$ cat src/rtl/ahb_to_apb_bridge_mux.sv
// AHB-Lite slave to multi-slave APB4 bridge on a single clock.
// APB progress is paced by i_pclken; the selected slave is decoded from the
// slot field of the AHB address and its response signals are muxed back.
// Decode misses, bad size/alignment, PSLVERR and APB timeouts all produce a
// two-cycle AHB ERROR response.
module ahb_to_apb_bridge_mux #(
    parameter int NUM_SLV     = 4,
    parameter int SLOT_LSB    = 12,
    parameter int PADDR_WIDTH = 16,
    parameter int TIMEOUT     = 255
) (
    input  logic                     i_hclk,
    input  logic                     i_hreset,
    input  logic                     i_hsel,
    input  logic [31:0]              i_haddr,
    input  logic [1:0]               i_htrans,
    input  logic                     i_hwrite,
    input  logic [2:0]               i_hsize,
    input  logic [3:0]               i_hprot,
    input  logic [31:0]              i_hwdata,
    input  logic                     i_hreadyin,
    output logic                     o_hreadyout,
    output logic [1:0]               o_hresp,
    output logic [31:0]              o_hrdata,
    input  logic                     i_pclken,
    output logic [NUM_SLV-1:0]       o_psel,
    output logic                     o_penable,
    output logic [PADDR_WIDTH-1:0]   o_paddr,
    output logic                     o_pwrite,
    output logic [31:0]              o_pwdata,
    output logic [3:0]               o_pstrb,
    output logic [2:0]               o_pprot,
    input  logic [32*NUM_SLV-1:0]    i_prdata,
    input  logic [NUM_SLV-1:0]       i_pready,
    input  logic [NUM_SLV-1:0]       i_pslverr
);

    typedef enum logic [2:0] {S_IDLE, S_REQ, S_SETUP, S_ACCESS, S_ERR} state_t;

    state_t                   r_state, w_state_next;
    logic                     r_hreadyout, w_hreadyout_next;
    logic [1:0]               r_hresp, w_hresp_next;
    logic [31:0]              r_hrdata, w_hrdata_next;
    logic [NUM_SLV-1:0]       r_psel, w_psel_next;
    logic                     r_penable, w_penable_next;
    logic [PADDR_WIDTH-1:0]   r_paddr, w_paddr_next;
    logic                     r_pwrite, w_pwrite_next;
    logic [31:0]              r_pwdata, w_pwdata_next;
    logic [3:0]               r_pstrb, w_pstrb_next;
    logic [2:0]               r_pprot, w_pprot_next;
    logic [NUM_SLV-1:0]       r_slot_oh, w_slot_oh_next;
    logic [31:0]              r_timer, w_timer_next;

    logic [3:0]               w_slot;
    logic [NUM_SLV-1:0]       w_dec_oh;
    logic [NUM_SLV-1:0][31:0] w_rd_lane;
    logic [31:0]              w_prdata;
    logic                     w_pready;
    logic                     w_pslverr;
    logic [3:0]               w_strb;
    logic                     w_req_bad;
    logic                     w_timeout_hit;
    logic                     w_unused;

    assign w_unused = ^{i_haddr, i_hprot, i_htrans};
    assign w_slot   = i_haddr[SLOT_LSB+3:SLOT_LSB];

    // Per-slave address decode and masking of each slave's read data lane
    // by the slot latched at the start of the transfer.
    for (genvar gi = 0; gi < NUM_SLV; gi++) begin : g_slv
        assign w_dec_oh[gi]  = (w_slot == 4'(gi));
        assign w_rd_lane[gi] = i_prdata[32*gi +: 32] & {32{r_slot_oh[gi]}};
    end

    // OR together the masked lanes; only the latched slot can be non-zero.
    always_comb begin
        w_prdata = 32'd0;
        for (int n = 0; n < NUM_SLV; n++) begin
            w_prdata = w_prdata | w_rd_lane[n];
        end
    end

    assign w_pready      = |(i_pready & r_slot_oh);
    assign w_pslverr     = |(i_pslverr & r_slot_oh);
    assign w_timeout_hit = (TIMEOUT != 0) && (r_timer == 32'(TIMEOUT - 1));

    // Little-endian byte strobes from size and low address bits.
    always_comb begin
        case (i_hsize)
            3'b000:  w_strb = 4'b0001 << i_haddr[1:0];
            3'b001:  w_strb = i_haddr[1] ? 4'b1100 : 4'b0011;
            3'b010:  w_strb = 4'b1111;
            default: w_strb = 4'b0000;
        endcase
    end

    // A request is refused without an APB cycle on a decode miss, an
    // oversized transfer, or a misaligned halfword/word.
    assign w_req_bad = (~|w_dec_oh) || (i_hsize > 3'b010) ||
                       ((i_hsize == 3'b001) && i_haddr[0]) ||
                       ((i_hsize == 3'b010) && (i_haddr[1:0] != 2'b00));

    // Next-state and next-output logic; every register holds by default.
    always_comb begin
        w_state_next     = r_state;
        w_hreadyout_next = r_hreadyout;
        w_hresp_next     = r_hresp;
        w_hrdata_next    = r_hrdata;
        w_psel_next      = r_psel;
        w_penable_next   = r_penable;
        w_paddr_next     = r_paddr;
        w_pwrite_next    = r_pwrite;
        w_pwdata_next    = r_pwdata;
        w_pstrb_next     = r_pstrb;
        w_pprot_next     = r_pprot;
        w_slot_oh_next   = r_slot_oh;
        w_timer_next     = r_timer;
        case (r_state)
            S_IDLE: begin
                w_hreadyout_next = 1'b1;
                w_hresp_next     = 2'b00;
                if (i_hsel && i_hreadyin && i_htrans[1]) begin
                    w_paddr_next     = i_haddr[PADDR_WIDTH-1:0];
                    w_pwrite_next    = i_hwrite;
                    w_pprot_next     = {~i_hprot[0], 1'b1, i_hprot[1]};
                    w_slot_oh_next   = w_dec_oh;
                    w_pstrb_next     = i_hwrite ? w_strb : 4'b0000;
                    w_hreadyout_next = 1'b0;
                    if (w_req_bad) begin
                        w_hresp_next = 2'b01;
                        w_state_next = S_ERR;
                    end else begin
                        w_state_next = S_REQ;
                    end
                end
            end
            S_REQ: begin
                // Write data arrives in the AHB data phase, i.e. while here.
                w_pwdata_next = i_hwdata;
                if (i_pclken) begin
                    w_psel_next  = r_slot_oh;
                    w_state_next = S_SETUP;
                end
            end
            S_SETUP: begin
                if (i_pclken) begin
                    w_penable_next = 1'b1;
                    w_timer_next   = 32'd0;
                    w_state_next   = S_ACCESS;
                end
            end
            S_ACCESS: begin
                if (i_pclken) begin
                    if (w_pready) begin
                        w_psel_next    = '0;
                        w_penable_next = 1'b0;
                        if (w_pslverr) begin
                            w_hresp_next = 2'b01;
                            w_state_next = S_ERR;
                        end else begin
                            if (!r_pwrite) begin
                                w_hrdata_next = w_prdata;
                            end
                            w_hreadyout_next = 1'b1;
                            w_state_next     = S_IDLE;
                        end
                    end else if (w_timeout_hit) begin
                        w_psel_next    = '0;
                        w_penable_next = 1'b0;
                        w_hresp_next   = 2'b01;
                        w_state_next   = S_ERR;
                    end else begin
                        w_timer_next = r_timer + 32'd1;
                    end
                end
            end
            S_ERR: begin
                // Second ERROR cycle: HRESP stays 01 while HREADYOUT rises.
                w_hreadyout_next = 1'b1;
                w_state_next     = S_IDLE;
            end
            default: begin
                w_state_next = S_IDLE;
            end
        endcase
    end

    // State and output registers; reset aborts any APB cycle at once.
    always_ff @(posedge i_hclk or posedge i_hreset) begin
        if (i_hreset) begin
            r_state     <= S_IDLE;
            r_hreadyout <= 1'b1;
            r_hresp     <= 2'b00;
            r_hrdata    <= 32'd0;
            r_psel      <= '0;
            r_penable   <= 1'b0;
            r_paddr     <= '0;
            r_pwrite    <= 1'b0;
            r_pwdata    <= 32'd0;
            r_pstrb     <= 4'd0;
            r_pprot     <= 3'd0;
            r_slot_oh   <= '0;
            r_timer     <= 32'd0;
        end else begin
            r_state     <= w_state_next;
            r_hreadyout <= w_hreadyout_next;
            r_hresp     <= w_hresp_next;
            r_hrdata    <= w_hrdata_next;
            r_psel      <= w_psel_next;
            r_penable   <= w_penable_next;
            r_paddr     <= w_paddr_next;
            r_pwrite    <= w_pwrite_next;
            r_pwdata    <= w_pwdata_next;
            r_pstrb     <= w_pstrb_next;
            r_pprot     <= w_pprot_next;
            r_slot_oh   <= w_slot_oh_next;
            r_timer     <= w_timer_next;
        end
    end

    assign o_hreadyout = r_hreadyout;
    assign o_hresp     = r_hresp;
    assign o_hrdata    = r_hrdata;
    assign o_psel      = r_psel;
    assign o_penable   = r_penable;
    assign o_paddr     = r_paddr;
    assign o_pwrite    = r_pwrite;
    assign o_pwdata    = r_pwdata;
    assign o_pstrb     = r_pstrb;
    assign o_pprot     = r_pprot;

endmodule
$ cat config.mk
export PLATFORM = sky130hd
export DESIGN_NAME = ahb_to_apb_bridge_mux
export DESIGN_NICKNAME = d
export VERILOG_FILES = /design/src/rtl/ahb_to_apb_bridge_mux.sv
export SDC_FILE = /design/constraint.sdc
export NUM_CORES = 1
export LEC_CHECK = 0
export CAP_MARGIN = 20
export CORE_ASPECT_RATIO = 1.4
export CORE_MARGIN = 4
export CORE_UTILIZATION = 42
export DETAILED_ROUTE_END_ITERATION = 8
export PLACE_DENSITY = 0.82
export SETUP_SLACK_MARGIN = 0.4
export SLEW_MARGIN = 20
export SYNTH_ARGS = -nofsm -noshare
export SYNTH_HDL_FRONTEND = slang
export SYNTH_SLANG_ARGS = --single-unit
$ cat constraint.sdc
create_clock -name i_hclk -period 5.4 [get_ports i_hclk]
set_clock_uncertainty 0.1 [all_clocks]
set_input_delay 1.08 -clock i_hclk [delete_from_list [all_inputs] [get_ports i_hclk]]
set_output_delay 1.08 -clock i_hclk [all_outputs]
set_load 0.02 [all_outputs]
==> impl_metrics.env, run 1 <==
export IMPL_synth_top_family_by_area="compound AO/OA/AOI/OAI gates"
export IMPL_crit_path_start_kind="primary input"
export IMPL_port_buffers=290
export IMPL_synth_flop_cell="dfrtp_1"
export IMPL_cp_max_fo=27
export IMPL_grt_max_degree=107
export IMPL_post_drt_wl_per_cell_um=20.60
export IMPL_syn2layout_area_growth_pct=55.00
export IMPL_clockBufferDepth=2
export IMPL_antenna_found_initial=2
export IMPL_synth_edff_count=0
export IMPL_synth_seq_cells=134
export IMPL_drtPass1Iterations=4
export IMPL_fin_setup_tns_ps=0
export IMPL_path_class="in2reg"
export IMPL_synthMuxAreaShare=0.05581
export IMPL_cts_tree="yes"
export IMPL_rsz0062_at_grt="no"
export IMPL_synth_xor_area_frac=0.001320
export IMPL_synthArstFlopShare=1.000
export IMPL_ant_nets=0
export IMPL_tightest_slew_ps=1111
export IMPL_hold_worst_slack_ps=372.2
export IMPL_clkLatencyLatePin_ps=420
export IMPL_yosysSeqAreaShare=0.5055
export IMPL_clk_pin_slew_ps=60
export IMPL_drcViolationCount=0
export IMPL_grt_use_total=0.2561
export IMPL_layout_min_cycle_time_ps=3218
export IMPL_die_w_um=114.2
export IMPL_ys_types=59
export IMPL_synth_compound_area_frac=0.2125
export IMPL_maxSlewViolCount=0
export IMPL_cts_root_buf="clkbuf_16"
export IMPL_syn_area_um2=6636
export IMPL_dp_cells=1101
export IMPL_setup_viol=0
export IMPL_overflow=0
export IMPL_synth_fp_nets=872
export IMPL_cp_required_ps=5630
export IMPL_leakage_nw=4.419
export IMPL_final_util=0.6619
export IMPL_place_worst_setup_slack_ps=1696
export IMPL_instances_no_fill=1134
export IMPL_arrival_ps=3450
export IMPL_grt_pass1_wl_mm=35.05
export IMPL_vdd_ir_drop_worst_uv=330.7
export IMPL_timing_fmax_mhz=310.7
export IMPL_cts_buffers=17
export IMPL_ios=311
export IMPL_post_cts_buffers=0
export IMPL_design_area_um2=10290
export IMPL_holdBufCountCts=0
export IMPL_grt_pass1_vias=6313
export IMPL_syn_inst=655
export IMPL_nets=1141
export IMPL_finalWorstSetupSlack_ps=2182
export IMPL_yosysWarnings=0
export IMPL_gp_congestion=0.8521
export IMPL_routed_via_density=5.646
export IMPL_wirelength_mm=23.36
export IMPL_drv_cap=0
export IMPL_finalCritPeriodShare=0.5959
export IMPL_max_slew_margin_rel=0.2560
export IMPL_vias=6402
export IMPL_fp_row_count=54
export IMPL_place_area_um2=9638
export IMPL_drive_gt1_frac=0.09081
export IMPL_status="finished, final reports clean"
export IMPL_power_density_nw_per_um2=470.5
export IMPL_fp_dieH_um=156.7
export IMPL_coreArea_um2=15540
export IMPL_dieArea_um2=17900
export IMPL_synth_simple_gate_area_share=0.1829
export IMPL_cts_num_sinks=134
export IMPL_p_total_mw=4.839
export IMPL_hold_viol=0
export IMPL_synthAdderAreaFrac=0.003771
export IMPL_hold_class="reg2reg"
export IMPL_start_util=0.4271
export IMPL_avgSynthCellArea_um2=10.13
export IMPL_postCtsResizedCells=0
export IMPL_endpoint_kind="register"
export IMPL_htree_levels=4
export IMPL_post_dp_hpwl_mm=17.39
export IMPL_first_iter_violations=420
[kinds of logic (layout without fill, tap and decap cells)]
group           after synthesis  count (layout)
compound gates              185             185
xor+xnor                      1               1
fa+ha+maj                     2               2
buf+inv                      56             337
flops                       134             134
mux                          33              33
other cells                   1               3
simple gates                243             243
[layout make-up]
cell class                 instances  area (um^2)
clock buffer                      17        425.4
sequential                       134         3354
multi-input combinational        465         3060
tap                              196        245.2
inverter                           9        38.79
clock inverter                    14        201.4
fill                            1257         5254
timing repair buffer             297         2955
antenna                            2        5.005
[final timing paths]
check	slack (ps)	start	depth (start not counted)	end
max in group asynchronous	3030	i_hreset	3	o_hrdata[22]$_DFFE_PP0P_
min	370	o_pprot[1]$_DFFE_PP0P_	1	o_pprot[1]$_DFFE_PP0P_
max	2180	i_pclken	5	r_timer[29]$_DFFE_PP0P_
min reg2reg	370	o_pprot[1]$_DFFE_PP0P_	1	o_pprot[1]$_DFFE_PP0P_
min in group asynchronous	1160	i_hreset	2	o_pwdata[12]$_DFFE_PP0P_
max reg2reg	2670	r_timer[0]$_DFFE_PP0P_	7	r_timer[5]$_DFFE_PP0P_
[placed cells by master, fill, tap and decap left out, drive strengths merged, types with 5 or more instances in the layout]
master         count
nor4              12
nand4             10
o21ai             44
nor2              17
and4               7
o211a              6
inv               11
nor2b              6
clkinv             6
a221oi            32
clkbuf            17
or3                6
mux2              32
buf                7
and3              15
nand3             11
a31oi              5
nand2            113
a22o              39
a21oi              9
o211ai             5
o2bb2ai            5
dfrtp            133
nor3              22
clkdlybuf4s50    290
a211o             19
[per-layer routing]
| metal | part of all wire | routed length, um | track usage | up-vias |
|---|---|---|---|---|
| met4 | 0.027 | 642 | 0.09904 | 0 |
| met5 | 0 | 0 | 0 | - |
| li1 | - | - | - | 3013 |
| met2 | 0.50 | 11680 | 0.4369 | 236 |
| met3 | 0.088 | 2059 | 0.07466 | 42 |
| met1 | 0.38 | 8975 | 0.3038 | 3111 |
[synthesized netlist by cell type, types with 3 or more instances]
library cell / n / area, um^2
a211o_1: 19 / 166.4
a21o_1: 4 / 30.03
a21oi_1: 8 / 40.04
a221o_1: 3 / 30.03
a221oi_1: 32 / 280.3
a22o_1: 39 / 341.6
a31oi_1: 5 / 31.28
and2_1: 4 / 25.02
and3_1: 15 / 93.84
and4_1: 7 / 61.31
buf_2: 10 / 50.05
buf_6: 3 / 33.78
clkbuf_1: 30 / 112.6
dfrtp_1: 133 / 3328
inv_1: 9 / 33.78
mux2_2: 32 / 360.4
nand2_1: 113 / 424.2
nand2b_1: 3 / 18.77
nand3_1: 11 / 55.05
nand4_1: 8 / 50.05
nand4b_1: 3 / 26.28
nor2_1: 17 / 63.81
nor2b_1: 6 / 37.54
nor3_1: 22 / 110.1
nor4_1: 12 / 75.07
o211a_1: 6 / 60.06
o211ai_1: 5 / 37.54
o21ai_0: 43 / 215.2
o2bb2ai_1: 5 / 43.79
or2_2: 3 / 18.77
or3_1: 6 / 37.54
or4_1: 4 / 30.03
[flip-flops by register name, indices dropped and copies added, names as in the netlist]
name and flops:
r_state 3, o_psel 4, r_slot_oh 4, r_timer 32, o_penable 1, o_pstrb 4, o_hrdata 32, o_pwdata 32
o_hreadyout 1, o_pprot 3, o_pwrite 1, o_paddr 16, o_hresp 1
[critical path, cell delays in order]
cell	delay (ps)
clkdlybuf4s50_1	670
nand4b_1	280
a211o_1	690
or4_1	620
o211ai_1	90
[report_power, final]
part / internal [mW] / leakage (nW) / switching (mW) / total (mW)
clock: 0.775 / 0.300 / 0.460 / 1.24
combinational: 0.993 / 2.39 / 1.05 / 2.04
sequential: 1.33 / 1.73 / 0.237 / 1.56
total: 3.10 / 4.42 / 1.74 / 4.84
Power figures use the tool's default switching activity.
==> run 2: changes to the inputs <==
--- a/config.mk
+++ b/config.mk
@@ -8,9 +8,9 @@
 export CAP_MARGIN = 20
 export CORE_ASPECT_RATIO = 1.4
 export CORE_MARGIN = 4
-export CORE_UTILIZATION = 42
+export CORE_UTILIZATION = 38
 export DETAILED_ROUTE_END_ITERATION = 8
-export PLACE_DENSITY = 0.82
+export PLACE_DENSITY = 0.78
 export SETUP_SLACK_MARGIN = 0.4
 export SLEW_MARGIN = 20
 export SYNTH_ARGS = -nofsm -noshare
==> constraint.sdc (replaced) <==
create_clock -name i_hclk -period 2.6 [get_ports i_hclk]
set_clock_uncertainty 0.1 [all_clocks]
set_input_delay 0.52 -clock i_hclk [delete_from_list [all_inputs] [get_ports i_hclk]]
set_output_delay 0.52 -clock i_hclk [all_outputs]
set_load 0.02 [all_outputs]
==> run 2 against run 1 <==
Power is 110% higher. Sequential power grew 110%. First-iteration DRC count grew 15%. Non-clock buffer count rose by 30. Register-to-register slack lost 2300 ps. Wire length grew 4.7%. Clock-buffer cell count did not move. Largest cell class unchanged.
==> impl_metrics.env, run 2 (same netlist as run 1, synthesis figures left out) <==
export IMPL_status="finished, final reports clean"
export IMPL_cp_cell_sequence="nand3_1 -> nor2_1 -> nand4_4 -> o311a_1 -> a211o_1"
export IMPL_grt_use_total=0.2404
export IMPL_finalWorstSetupSlack_ps=414.1
export IMPL_clkLatencyLatePin_ps=410
export IMPL_startpoint="r_timer[10]$_DFFE_PP0P_"
export IMPL_cpLargestDelayFamily="simple AND/OR/NAND/NOR gates"
export IMPL_die_w_um=119.7
export IMPL_n_fill_cell=1408
export IMPL_cts_root_buf="clkbuf_16"
export IMPL_cp_slowest_cell="dfrtp_1"
export IMPL_tightest_slew_ps=713.5
export IMPL_ant_nets=0
export IMPL_ios=311
export IMPL_drcViolationCount=0
export IMPL_max_slew_margin_rel=0.5234
export IMPL_timing_fmax_mhz=457.5
export IMPL_hold_viol=0
export IMPL_post_drt_wl_per_cell_um=20.36
export IMPL_final_cell_mix="clkdlybuf4s50_1, dfrtp_1, nand2_1"
export IMPL_fp_row_count=56
export IMPL_drtPass1Iterations=6
export IMPL_hold_worst_slack_ps=378.0
export IMPL_path_class="reg2reg"
export IMPL_r2r_start="r_timer[10]$_DFFE_PP0P_"
export IMPL_clk_pin_slew_ps=60
export IMPL_syn2layout_area_growth_pct=61.71
export IMPL_crit_path_start_kind="register"
export IMPL_grt_max_degree=65
export IMPL_multi_input_area_um2=3131
export IMPL_global_route_usage_met1=0.2747
export IMPL_wirelength_mm=24.45
export IMPL_gp_congestion=0.8854
export IMPL_overflow=0
export IMPL_cts_num_sinks=134
export IMPL_finalCritPeriodShare=0.8407
export IMPL_cts_tree="yes"
export IMPL_drive_gt1_frac=0.1375
export IMPL_port_buffers=290
export IMPL_endpoint_kind="register"
export IMPL_fp_dieH_um=164.4
export IMPL_regArea_um2=3361
export IMPL_min_from="o_paddr[2]$_DFFE_PP0P_"
export IMPL_clockBufferDepth=2
export IMPL_arrival_ps=2380
export IMPL_vdd_ir_drop_worst_uv=456.5
export IMPL_reg2reg_slack_ps=410
export IMPL_first_iter_violations=481
export IMPL_dp_cells=1162
export IMPL_start_util=0.3914
export IMPL_drv_cap=0
export IMPL_crit_buf_inv=0
export IMPL_hold_class="reg2reg"
export IMPL_place_worst_setup_slack_ps=60.60
export IMPL_slowest_delay_ps=480
export IMPL_dieArea_um2=19670
export IMPL_grt_pass1_vias=6415
export IMPL_vias=6616
export IMPL_leakage_nw=4.613
export IMPL_rsz0062_at_grt="yes"
export IMPL_instances_no_fill=1201
export IMPL_htree_levels=4
export IMPL_coreArea_um2=16960
export IMPL_grt_util_met3=0.06269
export IMPL_cp_required_ps=2790
export IMPL_use_met2=0.4293
export IMPL_grt_pass1_wl_mm=36.33
export IMPL_nets=1171
export IMPL_power_density_nw_per_um2=958.6
export IMPL_final_common_cell="clkdlybuf4s50_1"
export IMPL_grt_busiest_layer="met2"
export IMPL_fin_setup_tns_ps=0
export IMPL_cp_max_fo=10
export IMPL_setup_viol=0
export IMPL_maxSlewViolCount=0
export IMPL_cts_buffers=17
export IMPL_antenna_found_initial=3
export IMPL_post_dp_hpwl_mm=18.42
export IMPL_layout_min_cycle_time_ps=2186
export IMPL_routed_via_density=5.509
## run 2: cell types whose count changed in the layout (fill, tap and decap cells not counted), moves of 5 or more
cell / previous run / this run
dfrtp_2: 0 / 5
dfrtp_1: 133 / 128
buf_4: 7 / 27
buf_12: 0 / 8
## run 2: through the flow
step                cell area (um^2)  power, mW    util
finish                         10730      10.29  0.6329
CTS                            10580      10.29  0.6237
detailed placement              9957      7.725  0.5872
global placement                9957      7.647  0.5872
global route                   10730      10.79  0.6329
floorplan                       6640      5.474       -
## run 2: final timing paths
kind                                                  to  cells after the start
worst min-delay path              o_paddr[2]$_DFFE_PP0P_                      2
worst max-delay path             r_timer[31]$_DFFE_PP0P_                      5
min in group asynchronous       o_hrdata[19]$_DFFE_PP0P_                      2
worst min register to register    o_paddr[2]$_DFFE_PP0P_                      2
max in group asynchronous        o_hreadyout$_DFFE_PP1P_                      3
worst max register to register   r_timer[31]$_DFFE_PP0P_                      5
## run 2: cell type report
type,count,area share
clock buffers,17,0.03964
clock inverters,15,0.01784
multi-input cells,465,0.2917
diodes,2,0.0004664
inverters,9,0.003498
repair buffers,327,0.3066
flip-flops and latches,134,0.3132
well taps,232,0.02705
## run 2: worst reg2reg max path: stages, from the launching register on
cell and delay, ps:
dfrtp_1 480, nand3_1 200, nor2_1 380, nand4_4 280, o311a_1 410, a211o_1 220
## run 2: power breakdown
group | switching (mW) | internal [mW] | total, mW
sequential | 0.477 | 2.76 | 3.24
clock | 0.978 | 1.53 | 2.51
combinational | 2.29 | 2.25 | 4.54
total | 3.74 | 6.55 | 10.3
## run 2: routing by layer
metal | wire (um) | part of all wire
met1 | 9233 | 0.38
met2 | 12530 | 0.51
met3 | 1884 | 0.077
met4 | 782 | 0.032
met5 | 20 | 0.00082
## run 2: timing repair
action                     CTS  global route
setup buffers                0             5
hold endpoints to repair     0             0
hold buffers                 0             0
pin swaps                    0             8
cloned                       0             0
gates resized for setup      1            25
setup endpoints to repair    2            63
==> run 3: changes to the inputs <==
--- a/config.mk
+++ b/config.mk
@@ -8,9 +8,9 @@
 export CAP_MARGIN = 20
 export CORE_ASPECT_RATIO = 1.4
 export CORE_MARGIN = 4
-export CORE_UTILIZATION = 38
+export CORE_UTILIZATION = 42
 export DETAILED_ROUTE_END_ITERATION = 8
-export PLACE_DENSITY = 0.78
+export PLACE_DENSITY = 0.82
 export SETUP_SLACK_MARGIN = 0.4
 export SLEW_MARGIN = 20
 export SYNTH_ARGS = -nofsm -noshare
==> constraint.sdc (replaced) <==
create_clock -name i_hclk -period 2.05 [get_ports i_hclk]
set_clock_uncertainty 0.1 [all_clocks]
set_input_delay 0.41 -clock i_hclk [delete_from_list [all_inputs] [get_ports i_hclk]]
set_output_delay 0.41 -clock i_hclk [all_outputs]
set_load 0.02 [all_outputs]
==> run 3 against run 2 <==
The run now ends with setup timing left. Utilization is 22 points higher. Largest cell class is now buffers. Critical path type is now in2reg. Sequential cell count stayed put. Highest routed layer unchanged. Non-clock buffer count is 140 higher. Clock power is 30% higher.
==> impl_metrics.env, run 3 (same netlist as run 1, synthesis figures left out) <==
export IMPL_status="finished, violations left"
export IMPL_violations="setup timing"
export IMPL_fp_row_count=54
export IMPL_clockBufferDepth=2
export IMPL_drv_cap=0
export IMPL_antenna_found_initial=6
export IMPL_path_class="in2reg"
export IMPL_min_from="o_hrdata[13]$_DFFE_PP0P_"
export IMPL_cpLargestDelayFamily="compound AO/OA/AOI/OAI gates"
export IMPL_dp_cells=1196
export IMPL_die_w_um=114.2
export IMPL_hold_viol=0
export IMPL_crit_path_start_kind="primary input"
export IMPL_overflow=0
export IMPL_min_path_cells=2
export IMPL_maxSlewViolCount=0
export IMPL_cts_buffers=17
export IMPL_first_iter_violations=1167
export IMPL_cts_num_sinks=134
export IMPL_p_sw_mw=7.023
export IMPL_place_area_um2=10590
export IMPL_layout_min_cycle_time_ps=2499
export IMPL_instances_no_fill=1309
export IMPL_design_area_um2=13240
export IMPL_syn2layout_area_growth_pct=99.55
export IMPL_dieArea_um2=17900
export IMPL_crit_buf_inv=1
export IMPL_drive_gt1_frac=0.4454
export IMPL_start_util=0.4271
export IMPL_rsz0062_at_grt="yes"
export IMPL_clkLatencyLatePin_ps=430
export IMPL_grt_pass1_wl_mm=53.18
export IMPL_r2r_start="r_timer[4]$_DFFE_PP0P_"
export IMPL_grt_pass1_vias=9004
export IMPL_cp_required_ps=2270
export IMPL_post_drt_wl_per_cell_um=33.80
export IMPL_hold_worst_slack_ps=385.3
export IMPL_cp_cell_sequence="clkdlybuf4s50_1 -> a22o_1 -> or2_4 -> a211o_4 -> or3_1 -> o211ai_1"
export IMPL_timing_fmax_mhz=400.2
export IMPL_tightest_slew_ps=729.1
export IMPL_power_density_nw_per_um2=1245
export IMPL_wirelength_mm=44.25
export IMPL_n_fill_cell=598
export IMPL_clk_pin_slew_ps=60
export IMPL_max_slew_margin_rel=0.5139
export IMPL_endpoint_kind="register"
export IMPL_slowest_delay_ps=590
export IMPL_swShare=0.4259
export IMPL_htree_levels=4
export IMPL_clockPowerShare=0.198
export IMPL_cp_slowest_cell="clkdlybuf4s50_1"
export IMPL_finalWorstSetupSlack_ps=-448.7
export IMPL_p_seq_frac=0.265
export IMPL_post_dp_hpwl_mm=18.82
export IMPL_cp_depth=6
export IMPL_finalCritPeriodShare=1.219
export IMPL_hold_class="reg2reg"
export IMPL_setup_viol=72
export IMPL_place_worst_setup_slack_ps=-492.4
export IMPL_vdd_ir_drop_worst_uv=1074
export IMPL_arrival_ps=2720
export IMPL_final_common_cell="clkdlybuf4s50_1"
export IMPL_ios=311
export IMPL_nets=1313
export IMPL_cts_root_buf="clkbuf_16"
export IMPL_cts_tree="yes"
export IMPL_ant_nets=0
export IMPL_grt_use_total=0.3934
export IMPL_internal_power_mw=9.467
export IMPL_drtPass1Iterations=6
export IMPL_p_comb_frac=0.537
export IMPL_gp_congestion=0.8576
export IMPL_coreArea_um2=15540
export IMPL_leakage_nw=5.908
export IMPL_port_buffers=290
export IMPL_reg2reg_depth=6
export IMPL_drcViolationCount=0
export IMPL_final_cell_mix="clkdlybuf4s50_1, dfrtp_1, buf_4"
export IMPL_startpoint="i_pready[1]"
export IMPL_vias=9157
export IMPL_routed_via_density=6.995
export IMPL_grt_max_degree=69
export IMPL_cp_max_fo=7
export IMPL_fp_dieH_um=156.7
[run 3: changes by cell type in the layout (fill, tap and decap cells not counted), moves of 39 or more]
cell             previous run  this run
clkbuf_2                    0        40
o21ai_0                    43         4
buf_6                       2        42
clkdlybuf4s50_1           289       189
nand2_1                   113        53
buf_4                      27        97
[run 3: final timing paths]
check                                           end  slack [ps]
max in group asynchronous   r_timer[24]$_DFFE_PP0P_        1080
setup reg to reg            r_timer[22]$_DFFE_PP0P_        -410
setup / recovery            r_timer[22]$_DFFE_PP0P_        -450
hold reg to reg            o_hrdata[13]$_DFFE_PP0P_         390
hold / removal             o_hrdata[13]$_DFFE_PP0P_         390
min in group asynchronous  o_hrdata[19]$_DFFE_PP0P_         400
[run 3: metrics by stage]
stage	TNS [ps]	util	total power, mW
after detailed placement	-27300	0.6812	10.29
after CTS	-311.5	0.8025	14.26
after global placement	-23310	0.6812	10.14
final	-17560	0.8522	16.49
after floorplan	-16540	-	7.221
after global routing	-18890	0.8522	16.75
[run 3: repair_timing]
| action | 4_1_cts | 5_1_grt |
|---|---|---|
| endpoints found under the setup margin | 213 | 207 |
| gates resized for setup | 338 | 258 |
| setup buffers | 36 | 21 |
| hold buffers | 0 | 0 |
| pin swaps | 99 | 52 |
| cloned | 15 | 5 |
[run 3: tightest hold or removal path, cell delays in order, from the launching register on]
cell,delay (ps)
dfrtp_1,340
nand2_1,60
o21ai_2,50
[run 3: power by group through the flow]
stage	sequential (mW)	clock, mW	combinational (mW)
after floorplan	4.91	0	2.31
after global placement	3.98	0	6.17
after detailed placement	4.02	0	6.28
after CTS	4.05	3.17	7.04
after global routing	4.39	3.32	9.04
final	4.37	3.26	8.86
[run 3: final cells by class]
cell class	instances	area (um^2)	share of cell area
Antenna cell	4	10.01	0.0007559
Clock buffer	21	470.5	0.03553
Clock inverter	11	138.9	0.01049
Inverter	9	37.54	0.002834
Multi-Input combinational cell	467	4279	0.3231
Sequential cell	134	3357	0.2535
Tap cell	196	245.2	0.01852
Timing Repair Buffer	467	4705	0.3553
[run 3: routing by layer]
metal  track usage  up-vias  wire length, um
met5             0        -               21
met4        0.2841        4             4537
met3        0.1393      395             6382
met2        0.6720      999            20310
met1        0.3919     4392            13000
li1              -     3367                -
